### config.mk
export PLATFORM = sky130hd
export DESIGN_NAME = wb_trace_buffer
export DESIGN_NICKNAME = d
export VERILOG_FILES = /design/src/rtl/wb_trace_buffer.sv
export SDC_FILE = /design/constraint.sdc
export NUM_CORES = 1
export LEC_CHECK = 0
export CAP_MARGIN = 0
export CORE_MARGIN = 1
export CORE_UTILIZATION = 40
export DETAILED_ROUTE_END_ITERATION = 16
export PLACE_DENSITY = 0.67
export SLEW_MARGIN = 10
export SYNTH_ARGS = -nofsm -noshare
export SYNTH_HDL_FRONTEND = slang
export SYNTH_SLANG_ARGS = --single-unit
### constraint.sdc
create_clock -name clk -period 6.6 [get_ports clk]
set_input_delay 0.99 -clock clk [delete_from_list [all_inputs] [get_ports clk]]
set_output_delay 0.99 -clock clk [all_outputs]
set_load 0.05 [all_outputs]
### src/rtl/wb_trace_buffer.sv
// Writeback trace buffer: captures retiring register writes (rd, data) into a
// first-word-fall-through FIFO drained over a valid/ready port; overflow drops and counts.
module wb_trace_buffer #(
    parameter int DEPTH  = 8,
    parameter int DATA_W = 32,
    parameter int CNT_W  = 16
) (
    input  logic                      clk,
    input  logic                      rst,
    input  logic                      wb_valid_i,
    input  logic [4:0]                wb_rd_i,
    input  logic [DATA_W-1:0]         wb_data_i,
    output logic                      trace_valid_o,
    input  logic                      trace_ready_i,
    output logic [4:0]                trace_rd_o,
    output logic [DATA_W-1:0]         trace_data_o,
    output logic [$clog2(DEPTH):0]    count_o,
    output logic                      overflow_o,
    output logic [CNT_W-1:0]          drop_cnt_o
);

    localparam int AW = $clog2(DEPTH);
    localparam int CW = AW + 1;

    logic [4:0]        r_mem_rd   [DEPTH];
    logic [DATA_W-1:0] r_mem_data [DEPTH];
    logic [AW-1:0]     r_wr_ptr;
    logic [AW-1:0]     r_rd_ptr;
    logic [CW-1:0]     r_count;
    logic              r_overflow;
    logic [CNT_W-1:0]  r_drop_cnt;

    logic w_push_req;
    logic w_full;
    logic w_pop;
    logic w_push;
    logic w_drop;

    // x0 writes never reach the FIFO and never count as drops.
    assign w_push_req = wb_valid_i && (wb_rd_i != 5'd0);
    assign w_full     = (r_count == CW'(DEPTH));
    assign w_pop      = trace_valid_o && trace_ready_i;
    // A full FIFO still accepts a push when the head leaves in the same cycle.
    assign w_push     = rst && w_push_req && (!w_full || w_pop);
    assign w_drop     = w_push_req && w_full && !w_pop;

    always_ff @(posedge clk) begin
        if (!rst) begin
            r_wr_ptr   <= '0;
            r_rd_ptr   <= '0;
            r_count    <= '0;
            r_overflow <= 1'b0;
            r_drop_cnt <= '0;
        end else begin
            if (w_push) begin
                r_wr_ptr <= r_wr_ptr + AW'(1);
            end
            if (w_pop) begin
                r_rd_ptr <= r_rd_ptr + AW'(1);
            end
            if (w_push && !w_pop) begin
                r_count <= r_count + CW'(1);
            end else if (w_pop && !w_push) begin
                r_count <= r_count - CW'(1);
            end
            if (w_drop) begin
                r_overflow <= 1'b1;
                if (r_drop_cnt != {CNT_W{1'b1}}) begin
                    r_drop_cnt <= r_drop_cnt + CNT_W'(1);
                end
            end
        end
    end

    // Storage is deliberately left uncleared by reset; pointers define validity.
    always_ff @(posedge clk) begin
        if (w_push) begin
            r_mem_rd[r_wr_ptr]   <= wb_rd_i;
            r_mem_data[r_wr_ptr] <= wb_data_i;
        end
    end

    assign trace_valid_o = (r_count != '0);
    assign trace_rd_o    = trace_valid_o ? r_mem_rd[r_rd_ptr]   : 5'd0;
    assign trace_data_o  = trace_valid_o ? r_mem_data[r_rd_ptr] : '0;
    assign count_o       = r_count;
    assign overflow_o    = r_overflow;
    assign drop_cnt_o    = r_drop_cnt;

endmodule

==> results of run 1 <==
==> per-stage QoR <==
| step | std cells | power, µW | hold WS (ps) | instance area, µm² | util |
|---|---|---|---|---|---|
| after floorplan | 644 | 3570 | 454 | 12700 | - |
| after global placement | 1124 | 4110 | 466 | 14200 | 0.460 |
| after detailed placement | 1124 | 4120 | 476 | 14200 | 0.460 |
| after CTS | 1185 | 5930 | 487 | 15300 | 0.495 |
| after global routing | 1185 | 6100 | 530 | 15300 | 0.495 |
| final | 1186 | 5850 | 485 | 15300 | 0.495 |
==> cell usage in the layout, fill, tap and decap left out, types with 4 or more instances in the layout <==
master             n
clkbuf_1          12
mux2i_1           48
buf_4             12
a21oi_1           10
edfxtp_1         296
nand2_1           21
clkinv_1           6
and3_1             5
dfxtp_1           27
nand4_1            6
ha_1               6
nor2_1            51
clkdlybuf4s50_1   99
or4_1              4
xnor2_1            4
clkbuf_16         36
nand2b_1           8
nand3_1            9
inv_1              4
mux4_2            74
==> sequential cells by signal (all words and copies together) (netlist names), named ones only <==
| register | count |
|---|---|
| r_wr_ptr | 3 |
| overflow_o | 1 |
| r_rd_ptr | 3 |
| count_o | 4 |
| r_mem_data | 256 |
| drop_cnt_o | 16 |
| r_mem_rd | 40 |
==> worst max-delay path, stage by stage (launching register included) <==
cell and delay, ps:
dfxtp_4 1030, buf_4 450, mux4_2 560, mux2i_1 200
nor2_1 60, clkdlybuf4s50_1 720
==> synth_stat cells (all sizes together) <==
cell and instances:
edfxtp 296, mux4 74, nor2 52, mux2i 48, dfxtp 30, nand2 22
clkbuf 17, buf 11, a21oi 10, nand3 9, nand2b 8, ha 6
nand4 6, and3 5, nor3 5, or4 5, inv 4, o21ai 4
xnor2 4, and2 3, o31ai 3, or3 3, xor2 3, nor3b 2
nor4 2, nor4b 2, a211oi 1, a21o 1, and4 1, clkinv 1
fa 1, nor2b 1, o21a 1, o311ai 1, o41ai 1, or2 1
==> cell families after synthesis <==
group,count (synthesis),share of synthesized area
flip-flops,326,0.748
AND/OR/NAND/NOR,127,0.0490
multiplexers,122,0.169
buffers and inverters,33,0.0104
AO/OA/AOI/OAI,22,0.0109
XOR/XNOR,7,0.00483
adder cells (fa/ha/maj),7,0.00750
==> per-layer routing <==
metal | part of all wire | vias to the layer above | wire length, µm
met4 | 0.014 | 0 | 354
met5 | 0 | - | 0
met3 | 0.078 | 34 | 1950
li1 | - | 2855 | -
met2 | 0.47 | 198 | 11800
met1 | 0.44 | 3247 | 11000
==> power by group through the flow <==
stage | sequential (µW) | combinational, µW | clock (µW)
after global routing | 2460 | 1700 | 1930
final | 2440 | 1600 | 1800
after global placement | 2490 | 1620 | 0
after floorplan | 2420 | 1150 | 0
after detailed placement | 2490 | 1620 | 0
after CTS | 2450 | 1630 | 1850
==> layout make-up <==
cell class | instances | area [µm²] | share of cell area
clock inverter | 12 | 103 | 0.00671
tap | 396 | 495 | 0.0324
sequential | 326 | 9500 | 0.621
antenna | 1 | 2.50 | 0.000164
clock buffer | 49 | 960 | 0.0628
multi-input combinational | 285 | 3120 | 0.204
inverter | 5 | 18.8 | 0.00123
timing repair buffer | 112 | 1100 | 0.0720
==> worst min-delay path by stage <==
stage | endpoint | slack (ps) | cells after the start
global route | flop | 530 | 2
detailed placement | flop | 480 | 2
CTS | flop | 490 | 2
global placement | flop | 470 | 2
finish | flop | 480 | 2
floorplan | flop | 450 | 2
==> metrics, run 1 <==
relative slew slack=0.249; worst-skew pair later-pin latency=510 ps; clock skew=23.9 ps; Hold Vio Cnt, Final=0; leading area contributor after synthesis=edfxtp_1; Syn Inst Count=644; I/O Pins=100; CTS sink count=326; DRT Pass-1 Iters=5; Routed Antenna Nets=0; sw power=1860 µW; Initial Utilization=0.410; die extent in y=180 µm; # DRC=0; HP Start=r_rd_ptr[1]; initial antenna violation count=2; status=completed; Final Slew Violations=0; GPL Wtd Cong=0.745; CTS tree=built; Worst-Margin Slew=1130 ps; sequential power share=0.417; Critical Path Fanout Max=51; total number of vias=6,334; peak supply drop=0.000249 V; clock group share of total power=0.308; GR Layer Usage met2=0.252; GR Overflow Total=0; Syn Area/Cell=19.7 µm²; area share of the largest cell type after synthesis=0.701; Achievable Freq=221 MHz; number of global-route vias before repair=6,760; reg2reg path depth=12; CP startpoint kind=flop; crit path DAT=3540 ps; cell area after synthesis=0.0127 mm²; vias per std cell=5.34; power density cells=383 mW/mm²; Netlist cell types=41; FILL cells=2,552; Logic pwr share=0.274; Wirelength per Cell=21.2 µm; Setup crit end kind=output pin; root buffer cell=clkbuf_16; switching share of power=0.317; cts repair resizes=0; Die Width=180 µm; Mapped Nets=692; Initial DRC Count=482; largest net degree at the start of global routing=75; reg2reg end=count_o[3]; synth top area cells=edfxtp_1 70%, mux4_2 13%, dfxtp_1 4.7%, mux2i_1 3.8%, nor2_1 1.5%; FF-to-FF Start=count_o[0]; HP Class=flop to flop; CTS max path bufs=3; first-pass GRT wire length=39,400 µm; Seq cells post-synth=326; CP required=5610 ps; Hold-fix buffers, CTS=0; DRT Wirelength=25,100 µm; r2r setup slk=3500 ps; Cell Rows=64; fraction of layout cells with a size suffix above 1=0.189; H-tree levels=2; maxcap violations=0; met3 usage=0.0384; met1 GRT Util=0.224; RSZ-0062 raised after global routing=false; Setup TNS=0 ps; Syn-to-layout area delta=20.6%; sequential area share after synthesis=0.748; Die Footprint=0.0324 mm²; postcts setup bufs=0; GR peak layer=met2; slack of the critical path=2070 ps; # setup viols final=0; Final period util=0.686; critical path class=flop to output pin; overall routing resource usage=0.159; Pint=3990 µW; Final min period=4530 ps; clock slew at reported path FFs=60 ps; Buffers on Ports=99; Lkg Pwr=0.00474 µW; crit path capture=trace_data_o[5]; cts bufs inserted=35; core footprint=0.0309 mm²; # nets final=813; pre-CTS WS=2180 ps; dpl hpwl=13,600 µm; Synth Warn #=0
Note: power is estimated with default switching activity, not from simulation.
==> run 2: changes to the inputs <==
clock period = 4.25 ns   (was 6.6 ns; I/O delays follow)
==> metrics, run 2 (same netlist as run 1, synthesis figures left out) <==
cts bufs inserted=34 (-2.9%); Die Width=180 µm (unchanged); pre-CTS WS=438 ps (-1740 ps); Achievable Freq=273 MHz; Worst-Margin Slew=693 ps (-434 ps); Logic pwr share=0.285 (+0.011); power density cells=599 mW/mm² (+56%); postcts setup bufs=0 (unchanged); Final min period=3660 ps; Layout Utilization=0.500 (+0.00530); maxcap violations=0 (unchanged); # nets final=815 (+0.25%); FILL cells=2,518 (-1.3%); reg2reg path depth=12 (unchanged); Lkg Pwr=0.00480 µW (+1.2%); status=completed; Die Footprint=0.0324 mm² (unchanged); Cell Rows=64 (unchanged); FF-to-FF Start=count_o[0]; largest net degree at the start of global routing=41 (-45%); Wirelength per Cell=20.8 µm (-2.0%); dpl hpwl=13,100 µm (-4.3%); number of global-route vias before repair=6,618 (-2.1%); GPL Wtd Cong=0.767 (+3.0%); # DRC=0 (unchanged); leading cell types in the layout, fill and taps excluded=296 x edfxtp_1, 99 x clkdlybuf4s50_1, 74 x mux4_2; CTS tree=built; Initial Utilization=0.410 (unchanged); total number of vias=6,237 (-1.5%); Final Slew Violations=0 (unchanged); crit path capture=trace_data_o[7]; fraction of layout cells with a size suffix above 1=0.199 (+0.0104); HP Class=flop to flop; commonest non-fill, non-tap cell in the layout=edfxtp_1; critical path class=flop to output pin; Min Hold Slack=496 ps (+11.5 ps); RSZ-0062 raised after global routing=false; cts repair resizes=0 (unchanged); core footprint=0.0309 mm² (unchanged); initial antenna violation count=1 (-1); I/O Pins=100 (unchanged); Setup TNS=0 ps (unchanged); peak supply drop=0.000516 V (+110%); CP startpoint kind=flop; vias per std cell=5.25 (-1.8%); DRT Pass-1 Iters=4 (-1); root buffer cell=clkbuf_16; CP required=3610 ps (-2000 ps); die extent in y=180 µm (unchanged); GR Overflow Total=0 (unchanged); # setup viols final=0 (unchanged); Setup crit end kind=output pin; Hold-fix buffers, CTS=0 (unchanged); r2r setup slk=1570 ps (-1930 ps); Hold Vio Cnt, Final=0 (unchanged); sequential power share=0.396 (-0.021); Final period util=0.861; Initial DRC Count=598 (+24%); Critical Path Fanout Max=34 (-33%); Buffers on Ports=99 (unchanged); top register by number of flip-flops=r_mem_data; H-tree levels=2 (unchanged); sw power=2930 µW (+58%); slack of the critical path=591 ps (-1480 ps); first-pass GRT wire length=38,400 µm (-2.6%); CTS sink count=326 (unchanged); CTS max path bufs=3 (unchanged); Routed Antenna Nets=0 (unchanged); Largest register FFs=256 (unchanged); Finished Cell Area=0.0155 mm² (+1.1%); DRT Wirelength=24,700 µm (-1.7%); reg2reg end=count_o[3]; clock skew=26.4 ps (+2.52 ps); Pint=6320 µW (+58%); switching share of power=0.317 (about the same); crit path DAT=3020 ps (-520 ps); overall routing resource usage=0.155 (-0.00441); n_diodes=0 (-1); relative slew slack=0.538 (+0.290); clock slew at reported path FFs=60 ps (about the same); clock group share of total power=0.319 (+0.011); worst-skew pair later-pin latency=520 ps (about the same); Syn-to-layout area delta=21.9%; Cell Area, Placed=0.0143 mm² (+0.70%)
==> run 2: worst max-delay path, cell delays in order, from the launching register on <==
cell and delay [ps]:
dfxtp_4 350, buf_4 560, mux4_2 610, mux2i_1 170
nor2_1 90, clkdlybuf4s50_1 740
==> run 2: cell type report <==
| class | instances | area, µm² | share of cell area |
|---|---|---|---|
| Clock buffer | 46 | 927 | 0.0600 |
| Tap cell | 396 | 495 | 0.0321 |
| Inverter | 5 | 18.8 | 0.00121 |
| Multi-Input combinational cell | 285 | 3170 | 0.205 |
| Timing Repair Buffer | 115 | 1150 | 0.0743 |
| Sequential cell | 326 | 9500 | 0.614 |
| Clock inverter | 16 | 203 | 0.0131 |
==> run 2: how the worst min path moves through the flow <==
stage                              from            end  slack, ps  depth (start not counted)
after floorplan             r_rd_ptr[1]           flop        450                          2
after global placement      r_rd_ptr[1]           flop        470                          2
after detailed placement    r_rd_ptr[1]           flop        480                          2
after CTS                 drop_cnt_o[5]  drop_cnt_o[5]        500                          2
after global routing        r_rd_ptr[1]    r_rd_ptr[1]        530                          2
final                     drop_cnt_o[5]  drop_cnt_o[5]        500                          2
==> run 2: routing by layer <==
metal,share of wire,global-route usage,wire [µm],vias up
li1,-,-,-,2855
met1,0.45,0.213,11100,3197
met2,0.49,0.253,12000,150
met3,0.049,0.0315,1220,35
met4,0.016,0.0390,399,0
met5,0,0,0,-
==> run 2: power by group through the flow <==
stage | combinational [µW] | clock, µW | sequential, µW
after floorplan | 1790 | 0 | 3750
after global placement | 2660 | 0 | 3730
final | 2630 | 2950 | 3670
after detailed placement | 2670 | 0 | 3740
after global routing | 2810 | 3130 | 3680
after CTS | 2680 | 3010 | 3670
==> run 2: metrics by stage <==
step                power, µW  cells
detailed placement       6410   1127
global route             9610   1189
floorplan                5540    644
finish                   9250   1189
CTS                      9360   1189
global placement         6390   1127
==> run 3: changes to the inputs <==
RECOVER_POWER = 100   (was unset)
==> metrics, run 3 (same netlist as run 1, synthesis figures left out) <==
CP required=3610 ps (about the same); initial antenna violation count=4 (+3); Largest register FFs=256 (unchanged); commonest non-fill, non-tap cell in the layout=edfxtp_1; Achievable Freq=260 MHz (-4.9%); Setup TNS=0 ps (unchanged); crit path DAT=3210 ps (+190 ps); Worst-Margin Slew=1290 ps (+602 ps); CP startpoint kind=flop; DRT Wirelength=24,600 µm (-0.35%); power density cells=594 mW/mm² (-0.82%); top register by number of flip-flops=r_mem_data; cts bufs inserted=34 (unchanged); Finished Cell Area=0.0154 mm² (-0.37%); Routed Antenna Nets=0 (unchanged); Hold Vio Cnt, Final=0 (unchanged); Buffers on Ports=99 (unchanged); Die Footprint=0.0324 mm² (unchanged); Placed Cells=1,127 (unchanged); worst-skew pair later-pin latency=520 ps (about the same); critical path class=flop to output pin; Critical Path Fanout Max=37 (+8.8%); fraction of layout cells with a size suffix above 1=0.193 (-0.00631); # setup viols final=0 (unchanged); DRT Pass-1 Iters=4 (unchanged); Final Slew Violations=0 (unchanged); overall routing resource usage=0.155 (unchanged); GR Overflow Total=0 (unchanged); Initial Utilization=0.410 (unchanged); Initial DRC Count=601 (+0.50%); leading cell types in the layout, fill and taps excluded=296 x edfxtp_1, 95 x dlygate4sd3_1, 74 x mux4_2; Lkg Pwr=0.00493 µW (+2.6%); Die Width=180 µm (unchanged); dpl hpwl=13,100 µm (unchanged); overall power=9140 µW (-1.2%); total number of vias=6,242 (+0.080%); # nets final=815 (unchanged); CTS sink count=326 (unchanged); H-tree levels=2 (unchanged); RSZ-0062 raised after global routing=false; clock skew=27.1 ps (+0.654 ps); largest net degree at the start of global routing=41 (unchanged); Final min period=3850 ps (+188 ps); vias per std cell=5.24 (-0.17%); first-pass GRT wire length=38,400 µm (unchanged); Hold-fix buffers, CTS=0 (unchanged); Setup crit end kind=output pin; number of global-route vias before repair=6,618 (unchanged); Syn-to-layout area delta=21.4%; CTS tree=built; Cell Rows=64 (unchanged); postcts setup bufs=0 (unchanged); CTS max path bufs=3 (unchanged); status=completed; cts repair resizes=0 (unchanged); clock slew at reported path FFs=60 ps (about the same); HP Class=flop to flop; root buffer cell=clkbuf_16; Final period util=0.905 (+0.0443); relative slew slack=0.137 (-0.401); die extent in y=180 µm (unchanged); Final Non-Filler Cells=1,192 (+0.25%); core footprint=0.0309 mm² (unchanged); I/O Pins=100 (unchanged); Min Hold Slack=488 ps (-8.02 ps); Cell Area, Placed=0.0143 mm² (unchanged); maxcap violations=0 (unchanged); Wirelength per Cell=20.6 µm (-0.60%); # DRC=0 (unchanged); peak supply drop=0.000503 V (-2.6%); GPL Wtd Cong=0.767 (unchanged)
[run 3: cell count changes in the layout (fill, tap and decap cells not counted), sizes merged]
cell           previous run  this run
dlygate4sd3               0        95
buf                      16         4
clkdlybuf4s50            99         4
diode                     0         3
clkbuf                   46        58
[run 3: report_power, final]
part	switching (µW)	total (µW)	internal (µW)
combinational	1640	2530	889
clock	1210	2950	1740
sequential	76.1	3660	3590
total	2920	9140	6220
[run 3: critical path: stages (launching register included)]
cell,delay [ps]
dfxtp_1,380
nor4_2,350
clkbuf_2,870
nor2_1,230
dlygate4sd3_1,850
[run 3: area by class of cell]
type / count / area (µm²)
inverter: 5 / 18.8
tap: 396 / 495
antenna: 3 / 7.51
clock inverter: 16 / 203
sequential: 326 / 9500
clock buffer: 46 / 927
multi-input combinational: 285 / 3130
fill: 2527 / 15500
timing repair buffer: 115 / 1120
[run 3: final timing paths]
| check | slack (ps) | endpoint | cells past startpoint | from |
|---|---|---|---|---|
| worst min-delay path | 490 | drop_cnt_o[5] | 2 | drop_cnt_o[5] |
| worst min register to register | 490 | drop_cnt_o[5] | 2 | drop_cnt_o[5] |
| worst max register to register | 1370 | r_mem_data[6][1] | 7 | count_o[0] |
| worst max-delay path | 400 | trace_data_o[28] | 4 | count_o[0] |
[run 3: through the flow]
step / util / setup WS [ps]
after floorplan: - / 396
after global placement: 0.464 / 456
after detailed placement: 0.464 / 438
after CTS: 0.500 / 514
after global routing: 0.498 / 244
final: 0.498 / 403
[run 3: metal layers]
metal  vias up  wire [µm]  global-route usage
li1       2855          -                   -
met1      3185      11000               0.213
met2       165      12000               0.253
met3        37       1240              0.0315
met4         0        406              0.0390
met5         -          0                   0
